**src/rtl/hazard_pkg.sv**
```systemverilog
// Shared types for the pipeline hazard/forwarding controller: forwarding selects,
// memory-wait FSM states and the registered status bundle.
package hazard_pkg;

    typedef enum logic [1:0] {
        FWD_REG   = 2'b00,
        FWD_EXMEM = 2'b01,
        FWD_WB    = 2'b10
    } fwd_sel_e;

    // Encodings kept as plain constants so older code that compares raw bits still matches.
    localparam logic ST_RUN      = 1'b0;
    localparam logic ST_MEM_WAIT = 1'b1;

    typedef enum logic {
        RUN      = ST_RUN,
        MEM_WAIT = ST_MEM_WAIT
    } mem_state_e;

    // Wide enough for any practical timeout; the counter saturates at MEM_TIMEOUT.
    localparam int WAIT_CNT_W = 16;

    typedef struct packed {
        mem_state_e            state;
        logic [WAIT_CNT_W-1:0] wait_cnt;
        logic                  mem_err;
    } mem_status_t;

endpackage

```
**src/rtl/sat_counter.sv**
```systemverilog
// Saturating up-counter with a synchronous clear; holds at all-ones instead of wrapping.
module sat_counter #(
    parameter int WIDTH = 32
) (
    input  logic             clock,
    input  logic             clear,
    input  logic             inc,
    output logic [WIDTH-1:0] count
);

    always_ff @(posedge clock) begin
        if (clear) begin
            count <= '0;
        end else if (inc && (count != {WIDTH{1'b1}})) begin
            count <= count + WIDTH'(1);
        end
    end

endmodule

```
**src/rtl/pipe_hazard_ctrl.sv**
```systemverilog
// Hazard and forwarding controller for the 5-stage pipeline: forwarding selects,
// load-use stalls, redirect flushes, memory-wait freeze with timeout, and perf counters.
module pipe_hazard_ctrl
    import hazard_pkg::*;
#(
    parameter int REG_ADDR_W  = 5,
    parameter int CNT_W       = 32,
    parameter int MEM_TIMEOUT = 64
) (
    input  logic                  clock,
    input  logic                  reset,
    input  logic [REG_ADDR_W-1:0] id_rs1,
    input  logic [REG_ADDR_W-1:0] id_rs2,
    input  logic                  id_rs1_used,
    input  logic                  id_rs2_used,
    input  logic [REG_ADDR_W-1:0] ex_rs1,
    input  logic [REG_ADDR_W-1:0] ex_rs2,
    input  logic [REG_ADDR_W-1:0] ex_rd,
    input  logic                  ex_reg_write,
    input  logic                  ex_mem_read,
    input  logic [REG_ADDR_W-1:0] mem_rd,
    input  logic                  mem_reg_write,
    input  logic                  mem_req,
    input  logic                  mem_ready,
    input  logic [REG_ADDR_W-1:0] wb_rd,
    input  logic                  wb_reg_write,
    input  logic                  br_taken,
    output logic [1:0]            fwd_a,
    output logic [1:0]            fwd_b,
    output logic                  stall_pc,
    output logic                  stall_if_id,
    output logic                  bubble_id_ex,
    output logic                  flush_if_id,
    output logic                  flush_id_ex,
    output logic                  hold_ex,
    output logic                  bubble_mem_wb,
    output logic                  mem_err,
    output logic [CNT_W-1:0]      stall_cycles,
    output logic [CNT_W-1:0]      flush_count
);

    localparam logic [WAIT_CNT_W-1:0] TIMEOUT_CNT = WAIT_CNT_W'(MEM_TIMEOUT);

    logic        mem_stall;
    logic        load_use;
    logic        ex_writes_unused;
    fwd_sel_e    fwd_a_sel;
    fwd_sel_e    fwd_b_sel;
    mem_status_t status_q;
    mem_status_t status_d;

    assign mem_stall = mem_req & ~mem_ready;

    // A load in EX produces its value too late for the dependent instruction in ID.
    assign load_use = ex_mem_read && (ex_rd != '0) &&
                      ((id_rs1_used && (id_rs1 == ex_rd)) ||
                       (id_rs2_used && (id_rs2 == ex_rd)));

    // ex_reg_write is part of the EX bundle but hazards here are driven by ex_mem_read.
    assign ex_writes_unused = ex_reg_write;

    always_comb begin
        fwd_a_sel = FWD_REG;
        fwd_b_sel = FWD_REG;
        if (!reset) begin
            if (mem_reg_write && (mem_rd != '0) && (mem_rd == ex_rs1)) begin
                fwd_a_sel = FWD_EXMEM;
            end else if (wb_reg_write && (wb_rd != '0) && (wb_rd == ex_rs1)) begin
                fwd_a_sel = FWD_WB;
            end
            if (mem_reg_write && (mem_rd != '0) && (mem_rd == ex_rs2)) begin
                fwd_b_sel = FWD_EXMEM;
            end else if (wb_reg_write && (wb_rd != '0) && (wb_rd == ex_rs2)) begin
                fwd_b_sel = FWD_WB;
            end
        end
    end

    assign fwd_a = fwd_a_sel;
    assign fwd_b = fwd_b_sel;

    // Memory wait freezes everything, so a redirect sitting in EX waits until release.
    always_comb begin
        stall_pc      = 1'b0;
        stall_if_id   = 1'b0;
        bubble_id_ex  = 1'b0;
        flush_if_id   = 1'b0;
        flush_id_ex   = 1'b0;
        hold_ex       = 1'b0;
        bubble_mem_wb = 1'b0;
        if (!reset) begin
            if (mem_stall) begin
                stall_pc      = 1'b1;
                stall_if_id   = 1'b1;
                hold_ex       = 1'b1;
                bubble_mem_wb = 1'b1;
            end else if (br_taken) begin
                flush_if_id = 1'b1;
                flush_id_ex = 1'b1;
            end else if (load_use) begin
                stall_pc     = 1'b1;
                stall_if_id  = 1'b1;
                bubble_id_ex = 1'b1;
            end
        end
    end

    always_comb begin
        status_d = status_q;
        unique case (status_q.state)
            RUN: begin
                if (mem_stall) begin
                    status_d.state    = MEM_WAIT;
                    status_d.wait_cnt = WAIT_CNT_W'(1);
                end
            end
            MEM_WAIT: begin
                if (!mem_stall) begin
                    status_d.state    = RUN;
                    status_d.wait_cnt = '0;
                end else if (status_q.wait_cnt != TIMEOUT_CNT) begin
                    status_d.wait_cnt = status_q.wait_cnt + WAIT_CNT_W'(1);
                end
            end
            default: begin
                status_d.state    = RUN;
                status_d.wait_cnt = '0;
            end
        endcase
        // Error is sticky and only flags the condition; the FSM keeps waiting.
        if ((status_q.state == MEM_WAIT) && (status_q.wait_cnt == TIMEOUT_CNT)) begin
            status_d.mem_err = 1'b1;
        end
    end

    always_ff @(posedge clock) begin
        if (reset) begin
            status_q <= '{state: RUN, wait_cnt: '0, mem_err: 1'b0};
        end else begin
            status_q <= status_d;
        end
    end

    assign mem_err = status_q.mem_err;

    sat_counter #(.WIDTH(CNT_W)) u_stall_counter (
        .clock (clock),
        .clear (reset),
        .inc   (stall_pc),
        .count (stall_cycles)
    );

    sat_counter #(.WIDTH(CNT_W)) u_flush_counter (
        .clock (clock),
        .clear (reset),
        .inc   (flush_id_ex),
        .count (flush_count)
    );

endmodule
```
**config.mk**
```make
export PLATFORM = sky130hd
export DESIGN_NAME = pipe_hazard_ctrl
export DESIGN_NICKNAME = d
export VERILOG_FILES = /design/src/rtl/hazard_pkg.sv /design/src/rtl/sat_counter.sv /design/src/rtl/pipe_hazard_ctrl.sv
export SDC_FILE = /design/constraint.sdc
export NUM_CORES = 1
export LEC_CHECK = 0
export ABC_AREA = 1
export CAP_MARGIN = 20
export CORE_MARGIN = 1.5
export CORE_UTILIZATION = 57
export CTS_BUF_LIST = sky130_fd_sc_hd__clkbuf_4
export CTS_CLUSTER_DIAMETER = 60
export CTS_CLUSTER_SIZE = 8
export DETAILED_ROUTE_END_ITERATION = 16
export PLACE_DENSITY = 0.95
export SLEW_MARGIN = 5
export SYNTH_ARGS = -nofsm -noshare
export SYNTH_HDL_FRONTEND = slang
export SYNTH_SLANG_ARGS = --single-unit
```
**constraint.sdc**
```tcl
create_clock -name clock -period 2.5 [get_ports clock]
set_input_delay 0.5 -clock clock [delete_from_list [all_inputs] [get_ports clock]]
set_output_delay 0.5 -clock clock [all_outputs]
set_load 0.01 [all_outputs]
```
==> results of run 1 <==
[placed cells by master (no fill, tap or decap), types with 3 or more instances in the layout]
cell / count
nor4_1: 4
a21oi_1: 65
nand3_1: 76
nor3_2: 3
nor3_1: 28
clkbuf_4: 9
buf_12: 3
inv_1: 112
nand2_1: 284
clkdlybuf4s50_1: 100
dlymetal6s2s_1: 8
buf_4: 23
nand4_1: 21
o21ai_0: 22
xor2_1: 29
nand3b_1: 5
xnor2_1: 10
dfxtp_1: 82
nor3b_1: 3
ha_1: 4
nor2_2: 6
clkbuf_2: 7
dlygate4sd2_1: 4
nor2_1: 123
inv_2: 4
[worst max-delay path: stages]
cell	delay, ns
clkdlybuf4s50_1	0.45
inv_1	0.04
nor2_2	0.09
inv_1	0.07
nor2_2	0.10
buf_4	0.12
clkdlybuf4s50_1	0.52
[cell families (layout without fill, tap and decap cells)]
logic type	after synthesis	after routing	share of synthesized area (%)
AOI/OAI and AO/OA	93	93	8.73
and+or+nand+nor	559	559	43.4
buffers and inverters	145	278	10.7
DFF	82	82	30.0
adders and majority gates	4	4	0.914
xor gates and xnor gates	39	39	6.24
[layer usage]
metal  up-vias  wire length, µm  GRT usage [%]
li1       3183                -              -
met1      2811             6350           39.6
met2       303             6880           48.7
met3        30             1290           4.85
met4         0              278           11.1
met5         -                0              0
[registers in the layout (all words and copies together), names as in the netlist]
signal and cells:
mem_err 1, status_q 17, u_flush_counter.count 32, u_stall_counter.count 32
[final cells by class]
cell class,count,area share (%)
clock buffer,9,0.955
clock inverter,7,1.31
sequential,82,23.2
tap,129,2.28
timing repair buffer,146,19.9
multi-input combinational,695,46.2
inverter,116,6.15
[final timing paths]
path	to	slack, ns
setup / recovery	bubble_mem_wb	0.1
hold / removal	mem_err$_SDFFE_PP0P_	0.47
setup reg to reg	u_stall_counter.count[20]$_SDFFE_PP0P_	0.34
hold reg to reg	mem_err$_SDFFE_PP0P_	0.47
[report_power, final]
part	leakage [nW]	internal, mW	total (mW)	switching [mW]
clock	0.0816	0.405	0.890	0.486
sequential	0.661	1.31	1.32	0.00673
combinational	2.19	0.143	0.302	0.159
[repair_timing]
action	4_1_cts	5_1_grt
resized for setup	14	24
endpoints found under the setup margin	9	9
pin swaps	1	2
hold buffers	0	0
[stage by stage]
step                instances  util (%)  total power [mW]  worst slack, ns  setup TNS, ns
floorplan                 922         -              1.49            0.428              0
global placement         1168      74.5              1.64           -0.292          -2.71
detailed placement       1168      74.5              1.65           -0.303          -3.36
CTS                      1184      76.2              2.51          0.00965              0
global route             1184      76.2              2.61           0.0125              0
finish                   1184      76.2              2.51           0.0996              0
==> reports/metrics.cfg, run 1 <==
[timing]
fin_crit_sh_pct = 96.0
hold_violations = 0
relSlewSlack_pct = 68.9
fmax_mhz = 417
tightest_slew_ns = 0.463
finClkSkew_ns = 0.0297
rsz0062_at_grt = false
finalSetupViolCount = 0
min_period_ns = 2.40
final-max-slew-violation-count = 0
fin_hold_ws_ns = 0.468

[finish]
multiInputGateArea_um2 = 3270
design_area_um2 = 7080
nets = 1100
nFillCells = 721
layout-drive-gt1-share_pct = 6.35
seq_area_um2 = 1640
diodes = 0
area_delta_synth_final_pct = 29.2

[synthesis]
yosys.area.top_type = dfxtp_1
synth_edf_count = 0
synth_most_common_cell = nand2_1
async_flop_share_pct = 0
synthTopCellsByCount = nand2_1, nor2_1, inv_1
postSynthAreaPerCell_um2 = 5.94
synth_area_um2 = 5480
synthesis.nets = 972
ys_types = 33
netlist_instances = 922
synth.top_cells.by_area = dfxtp_1, nand2_1, nor2_1, inv_1, nand3_1
synth_flop_cell = dfxtp_1
synth-seq-cells = 82
synth_seq_area_share_pct = 30.0
synth_top_cell_area_share_pct = 30.0
synth_warnings = 0

[clock_tree]
tritoncts_num_sinks = 82
clk_pin_slew_worst_paths_ns = 0.12
htree_levels = 3
cts_setup_buffers = 0
cts_buffers = 9
cts_tree = done
insertion_delay_ns = 0.45
cts_root_buf = clkbuf_4
cts_buffer_depth = 2

[global_routing]
grt_max_degree = 38
grt_pass1_vias = 5623
overflow = 0
antenna_found_initial = 0
grt_pass1_wl_mm = 24.8
grt_usage_pct = 29.8

[die]
die_w_um = 101
initial_core_util_pct = 59.0
die_area_um2 = 10200
coreArea_um2 = 9280
rows = 35
io-pin-count = 122
die_height_um = 101

[critical_path]
r2r-start = u_stall_counter.count[0]$_SDFFE_PP0P_
critPathCaptureType = output port
worst_r2r_path_depth = 9
critPathMaxFanout = 2
required_ns = 2.00
arrival_ns = 1.90
critical_path.startpoint = mem_req
setup.worst_path.class = primary input to output port
start_kind = primary input

[placed_design]
hpwl_mm = 11.0
gp_congestion = 0.935
portBuffers = 120
post_dp_cell_area_um2 = 6920

[job]
drv_cap = 0

[routing]
wire_per_inst_um = 12.5
drt_iter0_drc = 418
route.detailed.drc = 0
viasPerCell = 5.34
wirelength_mm = 14.8
dr.pass1.iters = 5
ant_nets = 0
num_vias = 6327

[run_status]
outcome = completed

[power]
p_per_area_nw_per_um2 = 355
ir_drop_v = 0.000212
p_leak_nw = 2.93

[min_path]
whs_path_depth = 2
min-delay-start = mem_err$_SDFFE_PP0P_
min_path_type = register to register

(Power assumes the default switching activity.)
==> run 2, diff against run 1 <==
--- a/config.mk
+++ b/config.mk
@@ -13,6 +13,7 @@
 export CTS_CLUSTER_DIAMETER = 60
 export CTS_CLUSTER_SIZE = 8
 export DETAILED_ROUTE_END_ITERATION = 16
+export GPL_ROUTABILITY_DRIVEN = 0
 export PLACE_DENSITY = 0.95
 export SLEW_MARGIN = 5
 export SYNTH_ARGS = -nofsm -noshare
==> run 2 against run 1 <==
Largest cell class unchanged. Critical path depth did not move. Die area unchanged. Setup slack worse by 0.030 ns. Register-to-register slack improved by 0.04 ns. Sequential share of layout area increased by 0.15 points. Highest routed layer unchanged. Total power fell by 4.2%. Wire length about the same. Largest power group unchanged.
==> reports/metrics.cfg, run 2 (synthesis gave the netlist of run 1 again) <==
[power]
p_leak_nw = 2.85  ; was 2.93 nW
power_frac_seq_pct = 54.8  ; was 52.5%
clkPwrFrac_pct = 32.6  ; was 35.5%
p_switching_mw = 0.617  ; was 0.651 mW
ir_drop_v = 0.000197  ; was 0.000212 V
p_per_area_nw_per_um2 = 342  ; was 355 nW/µm²
p_int_mw = 1.79  ; was 1.86 mW
power.share.combinational_pct = 12.5  ; was 12.0%
p_sw_share_pct = 25.6  ; was 25.9%

[routing]
ant_nets = 0  ; unchanged
viasPerCell = 5.38  ; was 5.34
num_vias = 6363  ; was 6327
wire_per_inst_um = 12.5  ; about the same
drt_iter0_drc = 451  ; was 418
dr.pass1.iters = 5  ; unchanged
wirelength_mm = 14.8  ; about the same
route.detailed.drc = 0  ; unchanged

[global_routing]
grt_usage_pct = 29.3  ; was 29.8%
antenna_found_initial = 1  ; was 0
grt_max_degree = 38  ; unchanged
overflow = 0  ; unchanged
grt_pass1_wl_mm = 24.4  ; was 24.8 mm
grt_pass1_vias = 5616  ; was 5623

[clock_tree]
clk_pin_slew_worst_paths_ns = 0.11  ; was 0.12 ns
cts_buffers = 9  ; unchanged
tritoncts_num_sinks = 82  ; unchanged
cts_tree = done  ; unchanged
cts_root_buf = clkbuf_4  ; unchanged
ctsHoldBuffers = 0  ; unchanged
cts_buffer_depth = 2  ; unchanged
htree_levels = 3  ; unchanged
insertion_delay_ns = 0.44  ; was 0.45 ns

[finish]
nFillCells = 734  ; was 721
seq_area_um2 = 1640  ; unchanged
layout_common_cells = nand2_1, nor2_1, inv_1  ; unchanged
final_common_cell = nand2_1  ; unchanged
nets = 1099  ; was 1100
largestRegisters = u_flush_counter.count x32, u_stall_counter.count x32, status_q x17  ; unchanged
layout-drive-gt1-share_pct = 6.27  ; was 6.35%
area_delta_synth_final_pct = 28.4  ; was 29.2%
multiInputGateArea_um2 = 3270  ; about the same

[timing]
finalSetupViolCount = 0  ; unchanged
min_period_ns = 2.43  ; was 2.40 ns
final-max-slew-violation-count = 0  ; unchanged
fin_hold_ws_ns = 0.465  ; was 0.468 ns
fin_crit_sh_pct = 97.2  ; was 96.0%
setup-tns-final_ns = 0  ; unchanged
relSlewSlack_pct = 71.4  ; was 68.9%
tightest_slew_ns = 0.426  ; was 0.463 ns
fmax_mhz = 411  ; was 417 MHz
timing.final.ws_setup_ns = 0.0696  ; was 0.0996 ns
finClkSkew_ns = 0.0265  ; was 0.0297 ns
hold_violations = 0  ; unchanged

[placed_design]
hpwl_mm = 11.2  ; was 11.0 mm
post-place-ws_ns = -0.268  ; was -0.303 ns
portBuffers = 120  ; unchanged

[critical_path]
critPathCaptureType = output port  ; unchanged
critPathMaxFanout = 3  ; was 2
required_ns = 2.00  ; about the same
start_kind = primary input  ; unchanged
arrival_ns = 1.93  ; was 1.90 ns
setup.worst_path.class = primary input to output port  ; unchanged

[job]
drv_cap = 0  ; unchanged

[die]
io-pin-count = 122  ; unchanged
die_height_um = 101  ; unchanged
rows = 35  ; unchanged
die_w_um = 101  ; unchanged
die_area_um2 = 10200  ; unchanged
coreArea_um2 = 9280  ; unchanged
initial_core_util_pct = 59.0  ; unchanged

[min_path]
min_path_type = register to register  ; unchanged

[run_status]
outcome = completed  ; unchanged

## run 2: path summary, 6_finish.rpt
check	from	to	slack, ns	depth (start not counted)
setup / recovery	mem_rd[3]	fwd_b[0]	0.07	7
hold / removal	mem_err$_SDFFE_PP0P_	mem_err$_SDFFE_PP0P_	0.46	2
setup reg to reg	u_stall_counter.count[0]$_SDFFE_PP0P_	u_stall_counter.count[20]$_SDFFE_PP0P_	0.38	9
hold reg to reg	mem_err$_SDFFE_PP0P_	mem_err$_SDFFE_PP0P_	0.46	2
## run 2: cell type report
cell class,count,share of cell area (%)
clock inverters,3,0.587
multi-input cells,695,46.5
repair buffers,145,19.8
well taps,129,2.29
flip-flops and latches,82,23.3
inverters,116,6.19
clock buffers,12,1.28
diodes,1,0.0356
## run 2: power by group through the flow
stage / registers [mW] / clock network [mW] / logic [mW]
6_report: 1.32 / 0.784 / 0.302
5_1_grt: 1.32 / 0.845 / 0.330
4_1_cts: 1.32 / 0.783 / 0.299
3_5_place_dp: 1.35 / 0 / 0.299
3_3_place_gp: 1.35 / 0 / 0.291
2_1_floorplan: 1.35 / 0 / 0.143
## run 2: critical path, cell delays in order
cell and delay, ns:
clkdlybuf4s50_1 0.53, xnor2_1 0.14, nand2_1 0.08, nor4_2 0.33, nand2_1 0.09, nor2_1 0.11
clkbuf_2 0.15
## run 2: metal layers
metal | vias to the layer above | GRT usage [%] | routed length (µm) | part of all wire [%]
met1 | 2830 | 37.5 | 6170 | 42
li1 | 3173 | - | - | -
met2 | 320 | 48.9 | 6940 | 47
met5 | - | 0 | 0 | 0
met3 | 40 | 5.06 | 1320 | 8.9
met4 | 0 | 11.6 | 355 | 2.4
## run 2: timing repair
item                                    CTS  global route
pin swaps                                 0             1
endpoints found under the setup margin    9             9
buffers inserted                          0             0
gates resized for setup                  13            17
## run 2: per-stage QoR
| stage | std cells | power (mW) | utilization, % | cell area [µm²] |
|---|---|---|---|---|
| final | 1183 | 2.40 | 75.8 | 7030 |
| after global routing | 1183 | 2.50 | 75.8 | 7030 |
| after CTS | 1182 | 2.40 | 75.8 | 7040 |
| after detailed placement | 1167 | 1.65 | 74.4 | 6910 |
| after global placement | 1167 | 1.64 | 74.4 | 6910 |
| after floorplan | 922 | 1.49 | - | 5480 |
